===== src/rtl/trip_scan_sequencer_pkg.sv =====
// -----------------------------------------------------------------------------
// rts_instr_pkg
// Shared definitions for the trip scan sequencer slice.
//   - channel mode encodings (2-bit; code 3 is reserved and never trips)
//   - default channel count and sensor/setpoint word width
//   - scan FSM state encoding
// -----------------------------------------------------------------------------
package rts_instr_pkg;

    localparam logic [1:0] MODE_BYPASS  = 2'd0;
    localparam logic [1:0] MODE_OPERATE = 2'd1;
    localparam logic [1:0] MODE_TRIP    = 2'd2;

    localparam int NCHANNELS = 3;
    localparam int W         = 32;

    typedef enum logic [1:0] {
        IDLE = 2'd0,
        SCAN = 2'd1,
        DONE = 2'd2
    } scan_state_t;

endpackage


===== src/rtl/trip_scan_sequencer_if.sv =====
// -----------------------------------------------------------------------------
// trip_scan_sequencer_if
// Request/result bundle between the sensor-sampling side (master) and the
// trip scan sequencer (slave).
//   start        scan request, honoured only while the sequencer is idle
//   vals         NChannels packed sensor words, channel 0 in the MS word
//   setpoints    NChannels packed setpoints, same packing as vals
//   modes        NChannels packed 2-bit modes, channel 0 in the MS pair
//   busy         scan in progress
//   done         one-cycle pulse when trip/sensor_trip are refreshed
//   trip         per-channel trip result, channel 0 at the MSB
//   sensor_trip  per-channel raw comparator result, channel 0 at the MSB
//   trip_reset   (only with TRIP_LATCH_EN) clears the sticky trip vector
// -----------------------------------------------------------------------------
interface trip_scan_sequencer_if #(
    parameter int NChannels = 3,
    parameter int W         = 32
);
    logic                      start;
    logic [NChannels*W-1:0]    vals;
    logic [NChannels*W-1:0]    setpoints;
    logic [NChannels*2-1:0]    modes;
    logic                      busy;
    logic                      done;
    logic [NChannels-1:0]      trip;
    logic [NChannels-1:0]      sensor_trip;
`ifdef TRIP_LATCH_EN
    logic                      trip_reset;

    modport master (
        output start, vals, setpoints, modes, trip_reset,
        input  busy, done, trip, sensor_trip
    );

    modport slave (
        input  start, vals, setpoints, modes, trip_reset,
        output busy, done, trip, sensor_trip
    );
`else
    modport master (
        output start, vals, setpoints, modes,
        input  busy, done, trip, sensor_trip
    );

    modport slave (
        input  start, vals, setpoints, modes,
        output busy, done, trip, sensor_trip
    );
`endif
endinterface


===== src/rtl/trip_scan_sequencer_ch_trip_eval.sv =====
// -----------------------------------------------------------------------------
// ch_trip_eval
// Combinational single-channel trip evaluator; the sequencer time-shares one
// instance across all channels.
//   v      sensor reading (unsigned)
//   sp     setpoint (unsigned)
//   mode   channel mode (bypass / operate / force-trip / reserved)
//   is_lt  1: channel trips when v is below sp; 0: when v is above sp
//   s      raw comparator result, independent of mode
//   trip   mode-qualified trip result
// Equality never trips in either sense.
// -----------------------------------------------------------------------------
module ch_trip_eval #(
    parameter int W = 32
) (
    input  logic [W-1:0] v,
    input  logic [W-1:0] sp,
    input  logic [1:0]   mode,
    input  logic         is_lt,
    output logic         s,
    output logic         trip
);
    import rts_instr_pkg::*;

    assign s = is_lt ? (v < sp) : (sp < v);

    always_comb begin
        trip = 1'b0;
        case (mode)
            MODE_BYPASS:  trip = 1'b0;
            MODE_OPERATE: trip = s;
            MODE_TRIP:    trip = 1'b1;
            default:      trip = 1'b0;
        endcase
    end

endmodule


===== src/rtl/trip_scan_sequencer.sv =====
// -----------------------------------------------------------------------------
// trip_scan_sequencer
// Time-multiplexed trip evaluator for one instrumentation division. A start
// request snapshots every channel's reading, setpoint and mode; the channels
// are then walked one per cycle through a single ch_trip_eval and the results
// are published together with a one-cycle done pulse.
//
// Ports:
//   clk   system clock
//   rst   synchronous, active-high reset
//   bus   trip_scan_sequencer_if.slave (start, vals, setpoints, modes in;
//         busy, done, trip, sensor_trip out; trip_reset with TRIP_LATCH_EN)
//
// Build option: TRIP_LATCH_EN makes trip sticky (OR-accumulated across scans)
// and adds trip_reset, honoured only while idle. sensor_trip is never sticky.
//
// Timing: start sampled at edge t -> done high in the cycle after edge
// t+NChannels+1. busy covers the scan, the DONE state and the done cycle, so
// the earliest accepted restart is the cycle after done.
//
// state | meaning
// IDLE  | waiting for start; result registers hold the last scan
// SCAN  | evaluating channel idx from the snapshot into the shadow vectors
// DONE  | shadow vectors are copied to the outputs at the closing edge
// -----------------------------------------------------------------------------
module trip_scan_sequencer #(
    parameter int NChannels = rts_instr_pkg::NCHANNELS,
    parameter int W         = rts_instr_pkg::W,
    parameter int LTChannel = 2
) (
    input logic                   clk,
    input logic                   rst,
    trip_scan_sequencer_if.slave  bus
);
    import rts_instr_pkg::*;

    localparam int IdxW = (NChannels > 1) ? $clog2(NChannels) : 1;

    scan_state_t           state_q;
    scan_state_t           state_d;
    logic [IdxW-1:0]       idx_q;

    logic [W-1:0]          val_snap  [NChannels];
    logic [W-1:0]          sp_snap   [NChannels];
    logic [1:0]            mode_snap [NChannels];

    logic [NChannels-1:0]  sens_sh;
    logic [NChannels-1:0]  trip_sh;
    logic [NChannels-1:0]  sens_q;
    logic [NChannels-1:0]  trip_q;
    logic                  busy_q;
    logic                  done_q;

    logic                  capture;
    logic                  scan_step;
    logic                  publish;
    logic                  last_ch;
    logic                  idle_ready;
    logic [IdxW-1:0]       bit_pos;

    logic [W-1:0]          cur_v;
    logic [W-1:0]          cur_sp;
    logic [1:0]            cur_mode;
    logic                  cur_is_lt;
    logic                  cur_s;
    logic                  cur_trip;

    // The done cycle is already IDLE but still reported busy; gating on
    // busy_q keeps start/trip_reset from being honoured in that cycle.
    assign idle_ready = (state_q == IDLE) && !busy_q;
    assign last_ch    = (32'(idx_q) == NChannels - 1);
    assign bit_pos    = IdxW'(NChannels - 1) - idx_q;

    always_ff @(posedge clk) begin
        if (rst) begin
            state_q <= IDLE;
        end else begin
            state_q <= state_d;
        end
    end

    always_comb begin
        state_d   = state_q;
        capture   = 1'b0;
        scan_step = 1'b0;
        publish   = 1'b0;
        case (state_q)
            IDLE: begin
                if (bus.start && idle_ready) begin
                    capture = 1'b1;
                    state_d = SCAN;
                end
            end
            SCAN: begin
                scan_step = 1'b1;
                if (last_ch) begin
                    state_d = DONE;
                end
            end
            DONE: begin
                publish = 1'b1;
                state_d = IDLE;
            end
            default: state_d = IDLE;
        endcase
    end

    always_comb begin
        cur_v     = val_snap[idx_q];
        cur_sp    = sp_snap[idx_q];
        cur_mode  = mode_snap[idx_q];
        cur_is_lt = (32'(idx_q) == LTChannel);
    end

    ch_trip_eval #(
        .W(W)
    ) u_eval (
        .v     (cur_v),
        .sp    (cur_sp),
        .mode  (cur_mode),
        .is_lt (cur_is_lt),
        .s     (cur_s),
        .trip  (cur_trip)
    );

    always_ff @(posedge clk) begin
        if (rst) begin
            idx_q   <= '0;
            sens_sh <= '0;
            trip_sh <= '0;
            sens_q  <= '0;
            trip_q  <= '0;
            busy_q  <= 1'b0;
            done_q  <= 1'b0;
            for (int i = 0; i < NChannels; i++) begin
                val_snap[i]  <= '0;
                sp_snap[i]   <= '0;
                mode_snap[i] <= '0;
            end
        end else begin
            done_q <= publish;
            busy_q <= (state_d != IDLE) || (state_q == DONE);

            if (capture) begin
                idx_q   <= '0;
                sens_sh <= '0;
                trip_sh <= '0;
                for (int i = 0; i < NChannels; i++) begin
                    val_snap[i]  <= bus.vals[(NChannels-1-i)*W +: W];
                    sp_snap[i]   <= bus.setpoints[(NChannels-1-i)*W +: W];
                    mode_snap[i] <= bus.modes[(NChannels-1-i)*2 +: 2];
                end
            end

            if (scan_step) begin
                sens_sh[bit_pos] <= cur_s;
                trip_sh[bit_pos] <= cur_trip;
                idx_q            <= last_ch ? '0 : idx_q + 1'b1;
            end

            if (publish) begin
                sens_q <= sens_sh;
`ifdef TRIP_LATCH_EN
                trip_q <= trip_q | trip_sh;
`else
                trip_q <= trip_sh;
`endif
            end

`ifdef TRIP_LATCH_EN
            // Clear and capture may share an edge: the cleared vector is what
            // the new scan later ORs into.
            if (bus.trip_reset && idle_ready) begin
                trip_q <= '0;
            end
`endif
        end
    end

    assign bus.busy        = busy_q;
    assign bus.done        = done_q;
    assign bus.trip        = trip_q;
    assign bus.sensor_trip = sens_q;

endmodule


===== src/flat_wrapper.sv =====
// flat-port wrapper written by rule: the top's interface ports become plain ports
module trip_scan_sequencer_flat import rts_instr_pkg::*;
#(
    parameter int NChannels = rts_instr_pkg::NCHANNELS,
    parameter int W         = rts_instr_pkg::W,
    parameter int LTChannel = 2
)
  (clk, rst, bus_start, bus_vals, bus_setpoints, bus_modes, bus_busy, bus_done, bus_trip, bus_sensor_trip);
  trip_scan_sequencer_if #(.NChannels(NChannels), .W(W)) bus_i ();
  input logic clk;
  input logic rst;
  input wire logic [$bits(bus_i.start)-1:0] bus_start;
  input wire logic [$bits(bus_i.vals)-1:0] bus_vals;
  input wire logic [$bits(bus_i.setpoints)-1:0] bus_setpoints;
  input wire logic [$bits(bus_i.modes)-1:0] bus_modes;
  output wire logic [$bits(bus_i.busy)-1:0] bus_busy;
  output wire logic [$bits(bus_i.done)-1:0] bus_done;
  output wire logic [$bits(bus_i.trip)-1:0] bus_trip;
  output wire logic [$bits(bus_i.sensor_trip)-1:0] bus_sensor_trip;
  assign bus_i.start = bus_start;
  assign bus_i.vals = bus_vals;
  assign bus_i.setpoints = bus_setpoints;
  assign bus_i.modes = bus_modes;
  assign bus_busy = bus_i.busy;
  assign bus_done = bus_i.done;
  assign bus_trip = bus_i.trip;
  assign bus_sensor_trip = bus_i.sensor_trip;
  trip_scan_sequencer #(.NChannels(NChannels), .W(W), .LTChannel(LTChannel)) u_core (.clk(clk), .rst(rst), .bus(bus_i));
endmodule

===== config.mk =====
export PLATFORM = sky130hd
export DESIGN_NAME = trip_scan_sequencer_flat
export DESIGN_NICKNAME = d
export VERILOG_FILES = /design/src/rtl/trip_scan_sequencer_pkg.sv /design/src/rtl/trip_scan_sequencer_if.sv /design/src/rtl/trip_scan_sequencer_ch_trip_eval.sv /design/src/rtl/trip_scan_sequencer.sv /design/src/flat_wrapper.sv
export SDC_FILE = /design/constraint.sdc
export NUM_CORES = 1
export LEC_CHECK = 0
export BUFFER_PORTS_ARGS = -buffer_cell sky130_fd_sc_hd__buf_2
export CAP_MARGIN = 10
export CORE_ASPECT_RATIO = 0.8
export CORE_MARGIN = 2
export CORE_UTILIZATION = 50
export CTS_CLUSTER_DIAMETER = 120
export DETAILED_ROUTE_END_ITERATION = 8
export HOLD_SLACK_MARGIN = 0.08
export PLACE_DENSITY_LB_ADDON = 0.3
export SYNTH_ARGS = -nofsm -noshare
export SYNTH_HDL_FRONTEND = slang
export SYNTH_SLANG_ARGS = --single-unit

===== constraint.sdc =====
create_clock -name clk -period 6.25 [get_ports clk]
set_clock_uncertainty 0.2 [all_clocks]
set_input_delay 0.9375 -clock clk [delete_from_list [all_inputs] [get_ports clk]]
set_output_delay 0.9375 -clock clk [all_outputs]
set_load 0.005 [all_outputs]

# After elaboration in Yosys (flattened, before gate mapping)
# Memories as Yosys holds them, arrays and structs flattened. A register that Yosys moved wholly into a read port is not among the register bits.
# Cells that the tools add are included.
# Widths: inputs -> output; s select.
[classes] eq_ne=5 n_reduce_logical=8 bitwise=9 muxes=42 n_addsub=2 n_lt_le_gt_ge=4 mul=0 div=0 shift=0
[op_table] operator="$mux 32" count=6
[op_table] operator="$lt 32x32->1" count=2
[op_table] operator="$mux 2" count=14
[op_table] operator="$mux 3" count=6
[op_table] operator="$mux 1" count=11
[op_table] operator="$or 1x1->1" count=9
[op_table] operator="$bwmux 3" count=2
[op_table] operator="$eq 2x2->1 const B" count=3
[op_table] operator="$eq 2x1->1 const B" count=2
[op_table] operator="$pmux 2 s2" count=1
[op_table] operator="$reduce_bool 2->1" count=2
[op_table] operator="$logic_and 1x1->1" count=3
[op_table] operator="$lt 2x3->1 const B" count=1
[op_table] operator="$add 2x1->2 const B" count=1
[op_table] operator="$demux 1 s2" count=1
[op_table] operator="$ge 2x1->1 const B" count=1
[op_table] operator="$logic_not 2->1" count=1
[op_table] operator="$pmux 1 s2" count=1
[op_table] operator="$sub 2x2->2 const A" count=1
[op_table] operator="$logic_not 1->1" count=1
[op_table] operator="$logic_or 1x1->1" count=1
[totals] n_memories=3 out_inout_bits=8 latchBits=0 ff_bits=18 romBits=0 word_cells=81 inputBits=201 mem_bits_rw=198
[memory_table] memory="u_core.sp_snap" words=3 word_bits=32 rd=1 rd_clocked_by_memory_dff=1 wr=3 line="trip_scan_sequencer.sv:44" source="logic [W-1:0] sp_snap [NChannels];"
[memory_table] memory="u_core.val_snap" words=3 word_bits=32 rd=1 rd_clocked_by_memory_dff=1 wr=3 line="trip_scan_sequencer.sv:43" source="logic [W-1:0] val_snap [NChannels];"
[memory_table] memory="u_core.mode_snap" words=3 word_bits=2 rd=1 rd_clocked_by_memory_dff=1 wr=3 line="trip_scan_sequencer.sv:45" source="logic [1:0] mode_snap [NChannels];"

# Logic depth before layout (Yosys ltp)
# Gate-level depths: netlist (run 1).
[logic_depth] ltp_word=9 ltp_mapped=14 depth_no_buf=11

# By module
# From an unflattened synthesis (run 1), not the netlist that was laid out.
[hier_totals] cells_unflattened=868 area_unflattened_um2=10512.6
[modules_own_cells] mod="trip_scan_sequencer" cells_per_inst=738 seq_area_each_um2=6346.1 area_per_inst_um2=9608.0 instances=1
[modules_own_cells] mod="ch_trip_eval" cells_per_inst=130 seq_area_each_um2=0.0 area_per_inst_um2=904.6 instances=1

# Worst setup path after synthesis (run 1)
# Ideal clock, no wire load.
[synth_path] path_type="input-to-reg" from="in bus_start" to="mem u_core.mode_snap[0][0], enable pin" path_buffers=0 arrival_ns=5.162 setup_slack_ns=0.338 setup_time_ns=0.550 required_time_ns=5.500 stages=4 path_cell_list="nand2b_1 > nor3_1 > nor2_2 > inv_1"
[synth_rtl] item="start: declaration" line="flat_wrapper.sv:12" source="input wire logic [$bits(bus_i.start)-1:0] bus_start;"
[synth_rtl] item="end: declaration" line="trip_scan_sequencer.sv:45"

==> flow_summary.ini, run 1 <==
[outcome]
outcome = completed

[logic_synthesis]
synth-edff-count = 198
syn_area_per_cell_um2 = 12.6
synth_simple_gate_area_share_pct = 17.9
synthArstFlopShare_pct = 0
ys_seq_area_share_pct = 62.7
ys.warnings.count = 0
ys_types = 40
synth_flop_cell = edfxtp_1
synthAdderAreaFrac_pct = 4.21
synth_xor_area_share_pct = 0
ys_seq_elements = 218
synthesis.nets = 1040
synthMuxAreaShare_pct = 7.22
synth_compound_area_share_pct = 5.89
netlist_instances = 805
synth_top_family_by_area = simple AND/OR/NAND/NOR gates
netlist_area_um2 = 10100

[clocking]
cts_max_path_buffers = 3
clock_sinks = 218
cts_resized = 0
cts.clk_slew.worst_paths_ns = 0.06
cts_buffers = 23
tritoncts = done
worstSkewPairLatency_ns = 0.51
htreeDepth = 1
cts_root_buffer = clkbuf_16
ctsHoldBuffers = 0
postCtsSetupRepairBufs = 0

[pwr]
power_leakage_nw = 4.93
p_sw_uw = 890
vdd_drop_max_v = 0.000178
intPower_mw = 2.73
p_seq_share_pct = 50.0
combPwrFrac_pct = 14.0
p_clk_share_pct = 36.0
swShare_pct = 24.6
power_density_nw_per_um2 = 300

[detailed_routing]
num_vias = 6398
wl_per_cell_um = 15.8
drt_iter0_drc = 451
drc = 0
dr.pass1.iters = 5
vias_per_cell = 5.01
antenna_left = 0
routed_wl_um = 20100

[sta]
period_needed_ns = 4.01
fin_crit_sh_pct = 64.1
worstMarginPinSlew_ns = 1.13
rsz0062_at_grt = false
hold_viol = 0
maxSlewViolCount = 0
timing.fmax_mhz = 250
relSlewSlack_pct = 24.8
fin_setup_tns_ns = 0
whs_ns = 0.296
finalSetupViolations = 0

[cells_and_area]
layout_commonest_cell = buf_2
fillCellCount = 1605
fin_nets = 1231
area_delta_synth_final_pct = 19.3
final_cell_mix = buf_2 (208), and2_1 (198), edfxtp_1 (198)
drive_gt1_share_pct = 25.9

[floorplan]
die_w_um = 163
start_util_pct = 50.9
core_um2 = 19900
die_h_um = 131
pin_count = 209
die-area_um2 = 21400
std_cell_rows = 46

[global_route]
antenna_found_initial = 1
grt_overflow_total = 0
grtUsageTotal_pct = 18.9
grt_pass1_vias = 6263
grt_start_max_net_pins = 166
grt_pass1_wl_um = 31900

[worst_setup_path]
crit_required_ns = 6.42
worstSetupEndpointType = flip-flop
cp_max_fo = 67
crit_type = reg2reg
cp.arrival_ns = 4.18
cp-start-kind = flip-flop

[placed_design]
portBuffers = 208
dp.final_hpwl_um = 13600
gp_congestion = 0.788

[worst_hold_path]
worstHoldStart = u_core.bus.sensor_trip[1]
hold_path_class = reg2reg

[job]
maxCapViolations = 0
-- final timing paths --
path,cells after the start,slack [ns],endpoint
max,11,2.24,u_core.trip_sh[2]
min,2,0.30,u_core.bus.sensor_trip[1]
max reg2reg,11,2.24,u_core.trip_sh[2]
min reg2reg,2,0.30,u_core.bus.sensor_trip[1]
-- metrics by stage --
stage	instance area [µm²]	std cells	worst slack, ns	total power [mW]	utilization, %
after CTS	12100	1277	2.29	3.66	60.8
after detailed placement	11300	1235	2.31	2.35	57.2
after global routing	12100	1278	1.99	3.80	60.8
after floorplan	10100	805	0.338	2.19	-
final	12100	1278	2.24	3.63	60.8
after global placement	11300	1235	2.42	2.34	57.2
-- synth_stat cells (4+ instances only) --
library cell | instances | area share, %
nor2_1 | 47 | 1.7
a21oi_1 | 48 | 2.4
nand3_1 | 4 | 0.20
mux2i_1 | 73 | 7.2
dfxtp_1 | 20 | 4.0
and2_1 | 198 | 12
nand4_1 | 5 | 0.31
nand2_1 | 48 | 1.8
nor3_1 | 4 | 0.20
buf_2 | 5 | 0.25
edfxtp_1 | 198 | 59
ha_1 | 34 | 4.2
o21ai_0 | 38 | 1.9
clkbuf_1 | 40 | 1.5
inv_1 | 4 | 0.15
-- cell families (layout without fill, tap and decap cells) --
kind of cell    Yosys count  in the layout
compound gates          107            107
mux                      73             73
fa+ha+maj                34             34
simple gates            322            322
flops                   218            218
buf+inv                  51            259
other cells               0              1
-- registers in the layout, indices dropped and copies added (netlist names), 2 cells and up, named ones only --
register,flops
u_core.sp_snap,96
u_core.val_snap,96
u_core.mode_snap,6
u_core.bus.sensor_trip,3
u_core.bus.trip,3
u_core.sens_sh,3
u_core.trip_sh,3
u_core.idx_q,2
u_core.state_q,2
-- worst max-delay path, stage by stage, from the launching register on --
cell	delay, ns
dfxtp_4	0.72
buf_4	0.60
nor2_1	0.12
a21oi_1	0.25
ha_1	0.30
a21oi_1	0.12
o21ai_0	0.11
a221o_1	0.36
a211o_1	0.25
a21oi_2	0.22
mux2i_1	0.41
o21ai_1	0.13
-- power by group through the flow --
| stage | sequential, mW | clock (mW) | combinational [mW] |
|---|---|---|---|
| 4_1_cts | 1.81 | 1.34 | 0.515 |
| 3_3_place_gp | 1.84 | 0 | 0.499 |
| 2_1_floorplan | 1.82 | 0 | 0.366 |
| 5_1_grt | 1.83 | 1.40 | 0.575 |
| 3_5_place_dp | 1.84 | 0 | 0.511 |
| 6_report | 1.81 | 1.31 | 0.508 |
-- area by class of cell --
type                       instances  area, µm²  area share, %
clock buffer                      29        598           4.95
sequential                       218       6350           52.6
inverter                           4       22.5          0.187
tap                              264        330           2.74
clock inverter                    13        121           1.01
timing repair buffer             213       1080           8.94
antenna                            1       2.50         0.0207
multi-input combinational        536       3560           29.5
-- layer usage --
metal	share of wire (%)	track usage, %	vias up
li1	-	-	3233
met1	49	29.0	2936
met2	43	27.9	194
met3	5.9	3.19	35
met4	2.3	5.06	0
met5	0	0	-
(Power assumes the default switching activity.)
==> inputs of run 2 (changes only) <==
==> constraint.sdc (replaced) <==
create_clock -name clk -period 3.5 [get_ports clk]
set_clock_uncertainty 0.2 [all_clocks]
set_input_delay 0.525 -clock clk [delete_from_list [all_inputs] [get_ports clk]]
set_output_delay 0.525 -clock clk [all_outputs]
set_load 0.005 [all_outputs]
==> run 2 against run 1 <==
Effect of this change: global-route usage grew 0.50 points; via count grew 0.91%; final area grew 2.3%; die area is the same; sequential share of layout area shrank 1.2 points; power grew 78%; critical path depth shrank 1; clock power grew 70%; worst hold slack lost 0.20 ns.
==> flow_summary.ini, run 2 (same netlist as run 1, synthesis figures left out) <==
[outcome]
outcome = completed

[detailed_routing]
routed_wl_um = 21000
antenna_left = 0
num_vias = 6456
dr.pass1.iters = 5
wl_per_cell_um = 16.2
drt_iter0_drc = 352
drc = 0
vias_per_cell = 5.00

[placed_design]
portBuffers = 208
gp_congestion = 0.839
dp.final_hpwl_um = 14900
dpl_cell_area_um2 = 11600
post-place-cells = 1250

[worst_setup_path]
path_cells = buf_12 > mux2i_1 > o21ai_0 > ha_1 > nand4_1 > nor4_1 > a211o_1 > a21oi_2 > mux2i_1 > o21ai_1
worstSetupEndpointType = flip-flop
cp_max_fo = 35
crit_slowest_cell = nor4_1
rrSetupSlack_ns = 0.18
cp-start-kind = flip-flop
path_delay_family = simple AND/OR/NAND/NOR gates
r2r-end = u_core.trip_sh[2]
max_stage_delay_ns = 0.65
crit_required_ns = 3.67
cp.arrival_ns = 3.49
r2r_cells = 10
crit_type = reg2reg
critPathBufInv = 1
crit_top_cell = mux2i_1

[floorplan]
die-area_um2 = 21400
die_h_um = 131
pin_count = 209
start_util_pct = 50.9
std_cell_rows = 46
die_w_um = 163
core_um2 = 19900

[global_route]
antenna_found_initial = 0
grt_start_max_net_pins = 72
grt_overflow_total = 0
grt_pass1_wl_um = 32500
grt_pass1_vias = 6254
grtUsageTotal_pct = 19.4

[clocking]
cts_root_buffer = clkbuf_16
tritoncts = done
cts_resized = 0
cts.clk_slew.worst_paths_ns = 0.06
worstSkewPairLatency_ns = 0.50
cts_max_path_buffers = 3
cts_buffers = 22
htreeDepth = 1
clock_sinks = 218

[sta]
maxSlewViolCount = 0
finalSetupViolations = 0
period_needed_ns = 3.32
worstMarginPinSlew_ns = 0.941
hold_viol = 0
timing.fmax_mhz = 301
fin_crit_sh_pct = 94.8
rsz0062_at_grt = false
relSlewSlack_pct = 36.8

[cells_and_area]
area_delta_synth_final_pct = 22.1
finish.utilization_pct = 62.2
num_antenna_cells = 0
fin_nets = 1248
final_cell_mix = buf_2 (208), and2_1 (198), edfxtp_1 (198)
layout_commonest_cell = buf_2
regArea_um2 = 6350
final_cell_area_um2 = 12300
drive_gt1_share_pct = 27.0
multi_input_area_um2 = 3580
largestRegisters = u_core.sp_snap x96, u_core.val_snap x96, u_core.mode_snap x6
layout.cells.non_filler = 1291
fillCellCount = 1563

[pwr]
power_density_nw_per_um2 = 521
p_total_mw = 6.44
power_leakage_nw = 5.06
vdd_drop_max_v = 0.000386

[worst_hold_path]
worstHoldStart = bus_vals[83]
hold_path_end = u_core.val_snap[0][19]
hold_path_class = in2reg
hold_depth = 2

[job]
maxCapViolations = 0
## run 2: cell types whose count changed in the layout (fill, tap and decap cells not counted), sizes merged
cell / delta
buf: +16
clkinv: -2
dlygate4sd3: +2
inv: -2
bufinv: -1
clkbuf: +1
diode: -1
## run 2: how the worst max path moves through the flow
stage,startpoint,endpoint,cells past startpoint
after floorplan,bus_start,u_core.mode_snap[0][0],4
after global placement,flip-flop,u_core.trip_sh[2],12
after detailed placement,flip-flop,u_core.trip_sh[0],12
after CTS,flip-flop,u_core.trip_sh[0],12
after global routing,flip-flop,u_core.sens_sh[2],12
final,flip-flop,u_core.trip_sh[2],10
## run 2: routing by layer
metal	share of wire [%]	up-vias	global-route usage, %
met5	0	-	0
li1	-	3270	-
met2	43	203	29.1
met4	1.8	0	4.67
met1	49	2954	29.4
met3	6.1	29	3.44
## run 2: what timing repair did
action / in CTS / in global routing
setup buffers: 0 / 1
hold endpoints to repair: 2 / 0
hold buffers: 2 / 0
endpoints found under the setup margin: 0 / 4
## run 2: layout make-up
type | instances | area share [%]
well taps | 264 | 2.68
clock inverters | 8 | 0.507
inverters | 4 | 0.152
repair buffers | 231 | 11.2
multi-input cells | 536 | 29.0
flip-flops and latches | 218 | 51.5
clock buffers | 30 | 4.96
## run 2: per-stage QoR
stage	worst slack (ns)	setup TNS, ns	hold WS [ns]
global route	0.0327	0	0.0862
floorplan	-0.928	-183.73	0.244
finish	0.181	0	0.0967
CTS	0.230	0	0.0809
detailed placement	0.259	0	0.282
global placement	0.332	0	0.270
## run 2: where the power goes
part	internal, mW	total, mW	switching, mW
sequential	3.12	3.21	0.0842
clock	1.29	2.23	0.936
combinational	0.446	1.00	0.557
total	4.86	6.44	1.58
==> inputs of run 3 (changes only) <==
--- a/config.mk
+++ b/config.mk
@@ -16,4 +16,5 @@
 export PLACE_DENSITY_LB_ADDON = 0.3
 export SYNTH_ARGS = -nofsm -noshare
 export SYNTH_HDL_FRONTEND = slang
+export SYNTH_HIERARCHICAL = 1
 export SYNTH_SLANG_ARGS = --single-unit
==> run 3 against run 2 <==
Effect of this change: final area up 2.0%; first-iteration DRC count rose by 140%; critical endpoint is now u_core/trip_sh[1]; maximum frequency rose by 1.5%; cell count up 4.2%; critical path type unchanged; via count is 13% higher; clock power grew 4%.
==> flow_summary.ini, run 3 <==
[outcome]
outcome = completed

[logic_synthesis]
ys_seq_area_share_pct = 60.4
ys_top_cells_by_area = edfxtp_1 (57%), and3_1 (12%), mux2i_1 (6.9%)
netlist_instances = 868
netlist_area_um2 = 10500
ys.warnings.count = 6
synth_flop_cell = edfxtp_1
synthesis.nets = 1103
yosys-top-cells-count = and3_1 (198), edfxtp_1 (198), nand2_1 (83)
synthArstFlopShare_pct = 0
syn_area_per_cell_um2 = 12.1
ys_seq_elements = 218
synth-edff-count = 198
synth_top_area_cell = edfxtp_1
yosys.area.top_type_share_pct = 56.6
ys_types = 44

[sta]
relSlewSlack_pct = 46.3
worstMarginPinSlew_ns = 0.805
timing.fmax_mhz = 306
fin_setup_tns_ns = 0
setup_ws_ns = 0.229
maxSlewViolCount = 0
period_needed_ns = 3.27
whs_ns = 0.128
rsz0062_at_grt = false
finalSetupViolations = 0
fin_crit_sh_pct = 93.5
hold_viol = 0

[detailed_routing]
vias_per_cell = 5.41
wl_per_cell_um = 18.4
routed_wl_um = 24700
dr.pass1.iters = 5
antenna_left = 0
drt_iter0_drc = 838
drc = 0
num_vias = 7272

[pwr]
power_leakage_nw = 5.67
power_density_nw_per_um2 = 515
vdd_drop_max_v = 0.000365

[worst_setup_path]
rrSetupSlack_ns = 0.23
cp-start-kind = flip-flop
path_delay_family = compound AO/OA/AOI/OAI gates
r2r-end = u_core/trip_sh[1]
crit_slowest_cell = or4_1
r2r_cells = 12
max_stage_delay_ns = 0.51
critPathBufInv = 1
crit_required_ns = 3.71
path_cells = buf_12 > mux2i_1 > o21ai_0 > ha_1 > a21oi_2 > o21ai_1 > a211oi_2 > a31oi_2 > or4_1 > nand3_1 > nand2_1 > a21oi_1
crit_type = reg2reg
worstSetupEndpointType = flip-flop
cp_max_fo = 10
cp.arrival_ns = 3.48

[cells_and_area]
final_cell_area_um2 = 12600
num_antenna_cells = 0
drive_gt1_share_pct = 25.8
finish.utilization_pct = 61.0
fin_nets = 1295
largestRegisters = u_core/sp_snap x96, u_core/val_snap x96, u_core/mode_snap x6
final_cell_mix = buf_2 (207), and3_1 (198), edfxtp_1 (198)
area_delta_synth_final_pct = 19.8
layout_commonest_cell = buf_2

[job]
maxCapViolations = 0

[global_route]
grt_pass1_vias = 6759
grt_overflow_total = 0
grtUsageTotal_pct = 21.4
grt_start_max_net_pins = 101
antenna_found_initial = 0
grt_pass1_wl_um = 37100

[placed_design]
portBuffers = 208
dpl_cell_area_um2 = 11800
pre_cts_slack_ns = 0.182
dp.final_hpwl_um = 17300
gp_congestion = 0.786

[clocking]
cts.clk_slew.worst_paths_ns = 0.06
cts_buffers = 23
clock_sinks = 218
tritoncts = done
ctsHoldBuffers = 0
worstSkewPairLatency_ns = 0.51
cts_max_path_buffers = 3
htreeDepth = 1
cts_root_buffer = clkbuf_16

[floorplan]
die-area_um2 = 22200
core_um2 = 20600
pin_count = 209
die_h_um = 134
die_w_um = 166
std_cell_rows = 47
start_util_pct = 50.9

[worst_hold_path]
worstHoldStart = bus_vals[42]
hold_path_end = u_core/val_snap[1][10]
hold_depth = 2
hold_path_class = in2reg
[run 3: cell count changes in the layout (fill, tap and decap cells not counted), sizes merged, moves of 26 or more]
| cell | change |
|---|---|
| a21oi | -26 |
| and2 | -198 |
| nand2 | +35 |
| o21ai | +31 |
| nor2 | -38 |
| inv | +33 |
| and3 | +198 |
[run 3: metrics by stage]
step / instances / power (mW)
floorplan: 868 / 3.86
global placement: 1299 / 4.17
detailed placement: 1299 / 4.20
CTS: 1340 / 6.51
global route: 1345 / 6.77
finish: 1345 / 6.49
[run 3: where the power goes]
group / internal [mW] / switching, mW / leakage [nW] / total (mW)
combinational: 0.418 / 0.563 / 3.03 / 0.982
clock: 1.38 / 0.932 / 0.342 / 2.31
sequential: 3.11 / 0.0892 / 2.29 / 3.20
total: 4.90 / 1.58 / 5.67 / 6.49
[run 3: how the worst max path moves through the flow]
stage               slack [ns]  cells past startpoint                      to
floorplan                 0.19                      4  u_core/mode_snap[0][0]
global placement          0.28                     13       u_core/trip_sh[2]
detailed placement        0.18                     13       u_core/trip_sh[1]
CTS                       0.18                     13       u_core/trip_sh[1]
global route              0.05                     13       u_core/trip_sh[0]
finish                    0.23                     12       u_core/trip_sh[1]
[run 3: area by class of cell]
cell class / instances / area, µm²
clock buffer: 33 / 623
clock inverter: 8 / 88.8
fill: 1676 / 8050
inverter: 36 / 135
multi-input combinational: 543 / 3620
sequential: 218 / 6350
tap: 269 / 337
timing repair buffer: 238 / 1440
[run 3: cells by family after synthesis]
kind of cell | synth area share (%)
buf+inv | 5.43
compound gates | 5.45
mux | 6.86
simple gates | 17.9
flops | 60.4
fa+ha+maj | 4.05
[run 3: what timing repair did]
item                                    CTS  global route
endpoints found under the setup margin    0             6
resized for setup                         0             5
setup buffers                             0             4
hold endpoints to repair                  0             0
[run 3: routing by layer]
layer  track usage, %  up-vias  share of wire [%]
li1                 -     3580                  -
met1             34.2     3387                 48
met2             30.5      283                 43
met3             4.07       22                8.1
met4             4.40        0                1.2
met5                0        -                  0
